===== src/rtl/move_seq_pkg.sv =====
// Shared types for the sprite move sequencer: jump FSM encoding and button bit positions.
package move_seq_pkg;

  typedef enum logic [1:0] {
    ST_GROUND   = 2'd0,
    ST_CHARGE   = 2'd1,
    ST_LAUNCH   = 2'd2,
    ST_AIRBORNE = 2'd3
  } jump_state_e;

  localparam int CTRL_RUN  = 0;
  localparam int CTRL_JUMP = 1;

endpackage


===== src/rtl/move_sequencer_sat_ramp.sv =====
// Saturating step counter: value grows by one every STEP_FRAMES enabled steps, capped at MAX_VAL.
module sat_ramp #(
  parameter int STEP_FRAMES = 2,
  parameter int INIT_VAL    = 0,
  parameter int LOAD_VAL    = 0,
  parameter int MAX_VAL     = 1
) (
  input  logic        i_clk_pix,
  input  logic        i_rst_n,
  input  logic        i_clr,
  input  logic        i_load,
  input  logic        i_step,
  output logic [15:0] o_value
);

  localparam logic [15:0] LAST_CNT = 16'(STEP_FRAMES - 1);
  localparam logic [15:0] INIT_V   = 16'(INIT_VAL);
  localparam logic [15:0] LOAD_V   = 16'(LOAD_VAL);
  localparam logic [15:0] MAX_V    = 16'(MAX_VAL);

  logic [15:0] step_cnt;

  always_ff @(posedge i_clk_pix) begin
    if (!i_rst_n || i_clr) begin
      step_cnt <= '0;
      o_value  <= INIT_V;
    end else if (i_load) begin
      step_cnt <= '0;
      o_value  <= LOAD_V;
    end else if (i_step) begin
      // compare before increment so the value never passes MAX_V
      if (step_cnt >= LAST_CNT) begin
        step_cnt <= '0;
        if (o_value < MAX_V) o_value <= o_value + 16'd1;
      end else begin
        step_cnt <= step_cnt + 16'd1;
      end
    end
  end

endmodule


===== src/rtl/move_sequencer.sv =====
// Frame-rate jump/run controller for the sprite position block.
// Optional jump buffering on landing is enabled by defining MOVE_SEQ_JUMP_BUFFER_EN.
//
// state    | meaning
// GROUND   | on the floor, waiting for a fresh jump press
// CHARGE   | jump held, height ramping up
// LAUNCH   | jump requested, waiting for the position block to go airborne
// AIRBORNE | in the air, height frozen until landing
module move_sequencer
  import move_seq_pkg::*;
#(
  parameter int JUMP_MIN      = 8,
  parameter int JUMP_MAX      = 20,
  parameter int CHARGE_FRAMES = 2,
  parameter int RUN_MIN       = 1,
  parameter int RUN_MAX       = 6,
  parameter int ACCEL_FRAMES  = 4,
  parameter int BUF_FRAMES    = 6
) (
  input  logic        i_clk_pix,
  input  logic        i_rst_n,
  input  logic        i_frame,
  input  logic [5:0]  i_ctrl,
  input  logic        i_jumping,
  output logic        o_jump,
  output logic [15:0] o_jump_height,
  output logic        o_run,
  output logic [15:0] o_run_speed,
  output logic [1:0]  o_state
);

  localparam logic [15:0] JUMP_MAX_V = 16'(JUMP_MAX);

  jump_state_e state, state_nxt;
  logic jmp_prev, jmp_btn, run_btn, jmp_rise;
  logic h_load, h_step, buf_hit;
  logic run_load, run_step, run_clr;
  logic unused_ctrl;

  assign jmp_btn     = i_ctrl[CTRL_JUMP];
  assign run_btn     = i_ctrl[CTRL_RUN];
  assign jmp_rise    = jmp_btn & ~jmp_prev;
  assign unused_ctrl = ^i_ctrl[5:2];

  always_ff @(posedge i_clk_pix) begin
    if (!i_rst_n) begin
      jmp_prev <= 1'b0;
      state    <= ST_GROUND;
      o_jump   <= 1'b0;
      o_run    <= 1'b0;
    end else begin
      if (i_frame) begin
        jmp_prev <= jmp_btn;
        o_run    <= run_btn;
      end
      state  <= state_nxt;
      o_jump <= (state_nxt == ST_LAUNCH);
    end
  end

`ifdef MOVE_SEQ_JUMP_BUFFER_EN
  localparam logic [15:0] BUF_LOAD = 16'(BUF_FRAMES);
  logic [15:0] buf_cnt;

  always_ff @(posedge i_clk_pix) begin
    if (!i_rst_n || h_load) begin
      buf_cnt <= '0;
    end else if (i_frame) begin
      if (state == ST_AIRBORNE && jmp_rise) buf_cnt <= BUF_LOAD;
      else if (buf_cnt != '0)               buf_cnt <= buf_cnt - 16'd1;
    end
  end

  assign buf_hit = (buf_cnt != '0) && jmp_btn;
`else
  logic [15:0] unused_buf_frames;
  assign unused_buf_frames = 16'(BUF_FRAMES);
  assign buf_hit = 1'b0;
`endif

  always_comb begin
    state_nxt = state;
    h_load    = 1'b0;
    h_step    = 1'b0;
    case (state)
      ST_GROUND: begin
        if (i_frame && jmp_rise && !i_jumping) begin
          state_nxt = ST_CHARGE;
          h_load    = 1'b1;
        end
      end
      ST_CHARGE: begin
        if (i_frame) begin
          if (!jmp_btn || o_jump_height == JUMP_MAX_V) state_nxt = ST_LAUNCH;
          else                                          h_step    = 1'b1;
        end
      end
      // launch is tracked every clock so the request drops as soon as the sprite leaves the floor
      ST_LAUNCH: begin
        if (i_jumping) state_nxt = ST_AIRBORNE;
      end
      ST_AIRBORNE: begin
        if (i_frame && !i_jumping) begin
          if (buf_hit) begin
            state_nxt = ST_CHARGE;
            h_load    = 1'b1;
          end else begin
            state_nxt = ST_GROUND;
          end
        end
      end
      default: state_nxt = ST_GROUND;
    endcase
  end

  assign o_state = state;

  assign run_clr  = i_frame & ~run_btn;
  assign run_load = i_frame & run_btn & ~o_run;
  assign run_step = i_frame & run_btn & o_run;

  sat_ramp #(
    .STEP_FRAMES (CHARGE_FRAMES),
    .INIT_VAL    (JUMP_MIN),
    .LOAD_VAL    (JUMP_MIN),
    .MAX_VAL     (JUMP_MAX)
  ) u_height (
    .i_clk_pix (i_clk_pix),
    .i_rst_n   (i_rst_n),
    .i_clr     (1'b0),
    .i_load    (h_load),
    .i_step    (h_step),
    .o_value   (o_jump_height)
  );

  sat_ramp #(
    .STEP_FRAMES (ACCEL_FRAMES),
    .INIT_VAL    (0),
    .LOAD_VAL    (RUN_MIN),
    .MAX_VAL     (RUN_MAX)
  ) u_speed (
    .i_clk_pix (i_clk_pix),
    .i_rst_n   (i_rst_n),
    .i_clr     (run_clr),
    .i_load    (run_load),
    .i_step    (run_step),
    .o_value   (o_run_speed)
  );

endmodule

===== config.mk =====
export PLATFORM = sky130hd
export DESIGN_NAME = move_sequencer
export DESIGN_NICKNAME = d
export VERILOG_FILES = /design/src/rtl/move_seq_pkg.sv /design/src/rtl/move_sequencer_sat_ramp.sv /design/src/rtl/move_sequencer.sv
export SDC_FILE = /design/constraint.sdc
export NUM_CORES = 1
export LEC_CHECK = 0
export CORE_MARGIN = 1
export CORE_UTILIZATION = 35
export CTS_BUF_LIST = sky130_fd_sc_hd__clkbuf_4 sky130_fd_sc_hd__clkbuf_8
export DETAILED_ROUTE_END_ITERATION = 16
export PLACE_DENSITY_LB_ADDON = 0.3
export SLEW_MARGIN = 20
export SYNTH_ARGS = -nofsm -noshare
export SYNTH_HDL_FRONTEND = slang
export SYNTH_SLANG_ARGS = --single-unit

===== constraint.sdc =====
create_clock -name i_clk_pix -period 2.34 [get_ports i_clk_pix]
set_input_delay 0.702 -clock i_clk_pix [delete_from_list [all_inputs] [get_ports i_clk_pix]]
set_output_delay 0.702 -clock i_clk_pix [all_outputs]
set_load 0.03 [all_outputs]

=== Yosys cells after proc, flatten, opt, wreduce, memory -nomap -nowiden ===
Cells that the tools add are included.
W data, S select, Z words.

* Flip-flop bits (word level): 69
* Bits of input ports: 10
* Output and inout port bits: 36
* Logic and storage cells: 65

* Add/sub/neg operators: 4
* $lt $le $gt $ge: 4
* Equal/unequal tests: 5
* Muxes and demuxes: 17
* Bitwise logic cells: 9
* Reductions and logical operators: 17

{| class="wikitable"
|+ Operators by type and width
! operator !! count
|-
| $add A16 B1 Y16 const B || 4
|-
| $mux W16 || 2
|-
| $eq A16 B5 Y1 const B || 1
|-
| $ge A16 B1 Y1 const B || 1
|-
| $ge A16 B2 Y1 const B || 1
|-
| $lt A16 B3 Y1 const B || 1
|-
| $lt A16 B5 Y1 const B || 1
|-
| $mux W2 || 5
|-
| $mux W1 || 9
|-
| $reduce_and A3 Y1 || 3
|-
| $pmux W2 S4 || 1
|-
| $eq A2 B2 Y1 const B || 3
|-
| $reduce_bool A2 Y1 || 3
|-
| $and A1 B1 Y1 || 5
|-
| $not A1 Y1 || 4
|-
| $reduce_or A2 Y1 || 2
|-
| $logic_and A1 B1 Y1 || 3
|-
| $logic_not A1 Y1 || 3
|-
| $eq A2 B1 Y1 const B || 1
|-
| $logic_not A2 Y1 || 1
|-
| $logic_or A1 B1 Y1 || 2
|}

=== Logic depth before layout (Yosys ltp) ===
Gate-level depths: netlist (run 1).

* Word-level depth: 7
* Depth in mapped cells: 8
* Gate-level depth less buffers: 7

=== By module ===
A second synthesis (run 1) with hierarchy kept.

* Cell total of the unflattened synthesis: 290
* Area total of the unflattened synthesis: 2847.7 um2

{| class="wikitable"
|+ By module, submodules not included
! module !! times used !! cells each !! area an instance (um2) !! sequential area each (um2)
|-
| sat_ramp at u_height || 1 || 130 || 1310.0 || 640.6
|-
| sat_ramp at u_speed || 1 || 126 || 1191.1 || 640.6
|-
| move_sequencer || 1 || 34 || 346.6 || 100.1
|}

=== Worst setup path before layout (run 1) ===
No wires, ideal clock.

* Path type: in2reg
* From: input i_frame
* To: register u_speed.o_value[1]
* Setup time: 0.115 ns
* Arrival: 1.752 ns
* Data required time: 2.225 ns
* Setup slack: 0.473 ns
* Stages: 6
* Path buffers: 1
* Path through: buf_4 > nand2_1 > a2111o_1 > nor4b_4 > mux2i_1 > nor2_1

* Longest elaborated chain between the ends: 3
* Elaborated cells between the ends (all ways): 7
* Classes of those cells: bitwise (4); reduce/logical (3)

{| class="wikitable"
|+ Ends and longest elaborated chain
! what !! line !! text
|-
| from (decl) || move_sequencer.sv:22 || <nowiki>input logic i_frame,</nowiki>
|-
| $and A1 B1 Y1 (on tied branches) || move_sequencer.sv:119, move_sequencer.sv:120, move_sequencer.sv:118 ||
|-
| $and A1 B1 Y1 (tied with other cells) || move_sequencer.sv:120 || <nowiki>assign run_step = i_frame & run_btn & o_run;</nowiki>
|-
| $reduce_and A3 Y1 (no line) / $reduce_or A2 Y1 (equally long branches) || n/a ||
|-
| to (signal assigned) || move_sequencer_sat_ramp.sv:34 || <nowiki>if (o_value < MAX_V) o_value <= o_value + 16'd1;</nowiki>
|-
| to (decl) || move_sequencer_sat_ramp.sv:13 || <nowiki>output logic [15:0] o_value</nowiki>
|}

Several ways; a longest one is shown, not always the timed one.
A chain may end at the register's enable or synchronous reset.

=== Final worst setup path (run 1) ===
* From: register o_run
* To: output o_run

{| class="wikitable"
|+ RTL lines
! what !! line !! text
|-
| from (decl) || move_sequencer.sv:27 || <nowiki>output logic o_run,</nowiki>
|-
| from (signal assigned) || move_sequencer.sv:54 || <nowiki>o_run <= run_btn;</nowiki>
|}

No word-level cell between the ends.

==> flow_metrics.env, run 1 <==
export IMPL_status="complete, no violations"
export IMPL_n_fill_cell=728
export IMPL_io_buffers=41
export IMPL_synth_cell_types=40
export IMPL_endpoint_kind="output pin"
export IMPL_worstReg2RegEnd="u_height.step_cnt[15]$_SDFFE_PP0P_"
export IMPL_synth_area_per_cell_um2=9.48
export IMPL_post_cts_buffers=0
export IMPL_cts_resized=0
export IMPL_min_path_cells=2
export IMPL_worst_hold_slack_ns=0.477
export IMPL_reg2reg_from="u_height.o_value[0]$_SDFFE_PP0P_"
export IMPL_num_nets_final=366
export IMPL_dieArea_mm2=0.00819
export IMPL_p_per_area_mw_per_mm2=631
export IMPL_cts_buffer_depth=2
export IMPL_cts_root_buffer_cell="clkbuf_8"
export IMPL_core_area_mm2=0.00741
export IMPL_met1_usage=0.179
export IMPL_dr_first_iter_drc_count=94
export IMPL_hp_class="register to register"
export IMPL_busiest_layer="met2"
export IMPL_placed_cell_area_mm2=0.00337
export IMPL_synth_seq_cells=69
export IMPL_grt_max_degree=15
export IMPL_cp_num_cells=1
export IMPL_gr_usage_met3=0.0463
export IMPL_syn_num_nets=306
export IMPL_ctsHoldBuffers=0
export IMPL_cp_cell_sequence="clkdlybuf4s50_1"
export IMPL_rows=31
export IMPL_n_antenna_cell=0
export IMPL_fin_crit_ns=2.20
export IMPL_netlist_instances=289
export IMPL_cp_endpoint="o_run"
export IMPL_wl_mm=5.40
export IMPL_h_tree_depth=3
export IMPL_slew_limit_headroom=0.766
export IMPL_clock_skew_ns=0.00609
export IMPL_syn_area_mm2=0.00274
export IMPL_die_width_um=90.5
export IMPL_grt_ovfl_total=0
export IMPL_vias=2256
export IMPL_cts_sinks=69
export IMPL_grt_pass1_vias=2125
export IMPL_dp_cells=437
export IMPL_crit_path_start="o_run$_SDFFE_PN0P_"
export IMPL_drive_above_1_share=0.124
export IMPL_antenna_found_initial=0
export IMPL_r2r_cells=7
export IMPL_cellLeakagePower_nw=1.40
export IMPL_seqCellArea_mm2=0.00138
export IMPL_ir_drop_mv=0.378
export IMPL_insertion_delay_ns=0.34
export IMPL_yosysWarnings=0
export IMPL_layout_commonest_cell="dfxtp_1"
export IMPL_clk_pin_slew_ns=0.07
export IMPL_cap_violations=0
export IMPL_path_max_fanout=7
export IMPL_crit_family="buffers and inverters"
export IMPL_final_area_mm2=0.00357
export IMPL_cp_num_buf_inv=1
export IMPL_cts_tree="yes"
export IMPL_slowest_delay_ns=0.71
export IMPL_gp_congestion=0.784
export IMPL_drc=0
export IMPL_crit_type="register to output pin"
export IMPL_syn2layout_area_growth_pct=30.3
export IMPL_ff2ff_setup_slack_ns=0.56
export IMPL_setup_viol_count_final=0
export IMPL_multi_input_area_mm2=0.00129
export IMPL_final_setup_tns_ns=0
export IMPL_crit_required_ns=1.64
export IMPL_grt_pass1_wl_mm=9.49
export IMPL_detail_route_vias_per_cell=4.98
export IMPL_yosysSeqAreaShare=0.504
export IMPL_initial_utilization=0.370
export IMPL_fin_total_pwr_mw=2.25
export IMPL_die_h_um=90.5
export IMPL_dr_pass1_iters=4
export IMPL_finalCritPeriodShare=0.940
export IMPL_ios=46
export IMPL_slew_violations=0
export IMPL_grt_usage=0.142
export IMPL_worst_pin_slew_ns=0.350
export IMPL_cts_made_buffers=9
export IMPL_hold_viol=0
export IMPL_arrival_ns=1.50
export IMPL_rsz0062_at_grt="false"
export IMPL_use_met2=0.223
export IMPL_mostFrequentLayoutCells="69 x dfxtp_1, 41 x nor2_1, 41 x clkdlybuf4s50_1, 25 x and3_1, 18 x nand2_1"
export IMPL_fin_cells=453
export IMPL_hpwl_mm=3.89
export IMPL_ant_nets=0
export IMPL_crit_path_start_kind="register"
export IMPL_worst_path_max_delay_cell="clkdlybuf4s50_1"
export IMPL_wl_per_cell_um=11.9
export IMPL_fmax_mhz=455
[how the worst min path moves through the flow]
stage | start | to | slack, ns
4_1_cts | u_height.step_cnt[8]$_SDFFE_PP0P_ | u_height.step_cnt[8]$_SDFFE_PP0P_ | 0.48
3_5_place_dp | u_speed.step_cnt[15]$_SDFFE_PP0P_ | u_speed.step_cnt[15]$_SDFFE_PP0P_ | 0.46
5_1_grt | u_height.step_cnt[8]$_SDFFE_PP0P_ | u_height.step_cnt[8]$_SDFFE_PP0P_ | 0.49
2_1_floorplan | u_speed.step_cnt[15]$_SDFFE_PP0P_ | u_speed.step_cnt[15]$_SDFFE_PP0P_ | 0.44
3_3_place_gp | u_speed.step_cnt[1]$_SDFFE_PP0P_ | u_speed.step_cnt[1]$_SDFFE_PP0P_ | 0.46
6_report | u_height.step_cnt[8]$_SDFFE_PP0P_ | u_height.step_cnt[8]$_SDFFE_PP0P_ | 0.48
[Yosys cell counts]
cell type / number / area share
nor4b_2: 1 / 0.0055
nor2_1: 41 / 0.056
and2_2: 1 / 0.0027
buf_2: 2 / 0.0037
nand4_1: 5 / 0.011
a21oi_1: 11 / 0.020
o21ai_1: 1 / 0.0018
or2b_2: 1 / 0.0032
nor4b_1: 1 / 0.0032
nor4_4: 2 / 0.016
ha_1: 7 / 0.032
a221o_1: 1 / 0.0037
xnor2_1: 6 / 0.019
nor2b_1: 3 / 0.0069
nor3_1: 6 / 0.011
buf_4: 1 / 0.0027
a21boi_0: 1 / 0.0027
or2_2: 1 / 0.0023
clkbuf_1: 5 / 0.0069
and3_1: 25 / 0.057
and4b_1: 1 / 0.0037
a31oi_1: 12 / 0.027
and2_1: 11 / 0.025
nand2b_1: 3 / 0.0069
a2111o_1: 1 / 0.0041
a41oi_1: 3 / 0.0096
nor4b_4: 2 / 0.017
xor2_1: 4 / 0.013
and4_1: 2 / 0.0064
o21ai_0: 6 / 0.011
nand3_1: 9 / 0.016
and4_2: 2 / 0.0073
inv_2: 1 / 0.0014
mux2i_1: 4 / 0.015
nand2b_4: 1 / 0.0050
inv_1: 7 / 0.0096
or3_1: 2 / 0.0046
nand2_1: 18 / 0.025
dfxtp_1: 69 / 0.50
nor4_1: 9 / 0.021
[registers in the layout, summed over array words and instances, names as in the netlist]
name and flops:
u_height.o_value 16, o_run 1, u_speed.step_cnt 16, u_speed.o_value 16
o_jump 1, o_state 2, u_height.step_cnt 16, jmp_prev 1
[per-stage QoR]
| stage | util | setup slack, ns |
|---|---|---|
| finish | 0.482 | 0.141 |
| floorplan | - | 0.473 |
| global placement | 0.455 | -0.0727 |
| CTS | 0.482 | 0.124 |
| global route | 0.482 | 0.0893 |
| detailed placement | 0.455 | -0.0943 |
[metal layers]
layer	vias up	share of wire
met1	1047	0.49
met5	-	0
met2	51	0.45
li1	1150	-
met3	8	0.046
met4	0	0.012
[report_power, final]
| part | switching (mW) | internal, mW | leakage (nW) |
|---|---|---|---|
| clock network | 0.419 | 0.542 | 0.103 |
| logic | 0.0562 | 0.0491 | 0.741 |
| registers | 0.00685 | 1.18 | 0.556 |
[logic make-up after synthesis]
family,after synthesis,synth area share
compound gates,36,0.0804
xor+xnor,10,0.0320
fa+ha+maj,7,0.0320
buf+inv,16,0.0242
flops,69,0.504
mux,4,0.0146
simple gates,147,0.313
[final cells by class]
class,count,area share
well taps,99,0.0347
inverters,8,0.00841
repair buffers,57,0.152
flip-flops and latches,69,0.387
multi-input cells,204,0.362
clock inverters,4,0.0133
clock buffers,12,0.0427
(Power assumes the default switching activity.)
==> run 2, diff against run 1 <==
Settings changed: HOLD_SLACK_MARGIN from default to 0.02.
==> results of run 2 <==
The final DEF is identical to that of run 1; final timing and power are the same.
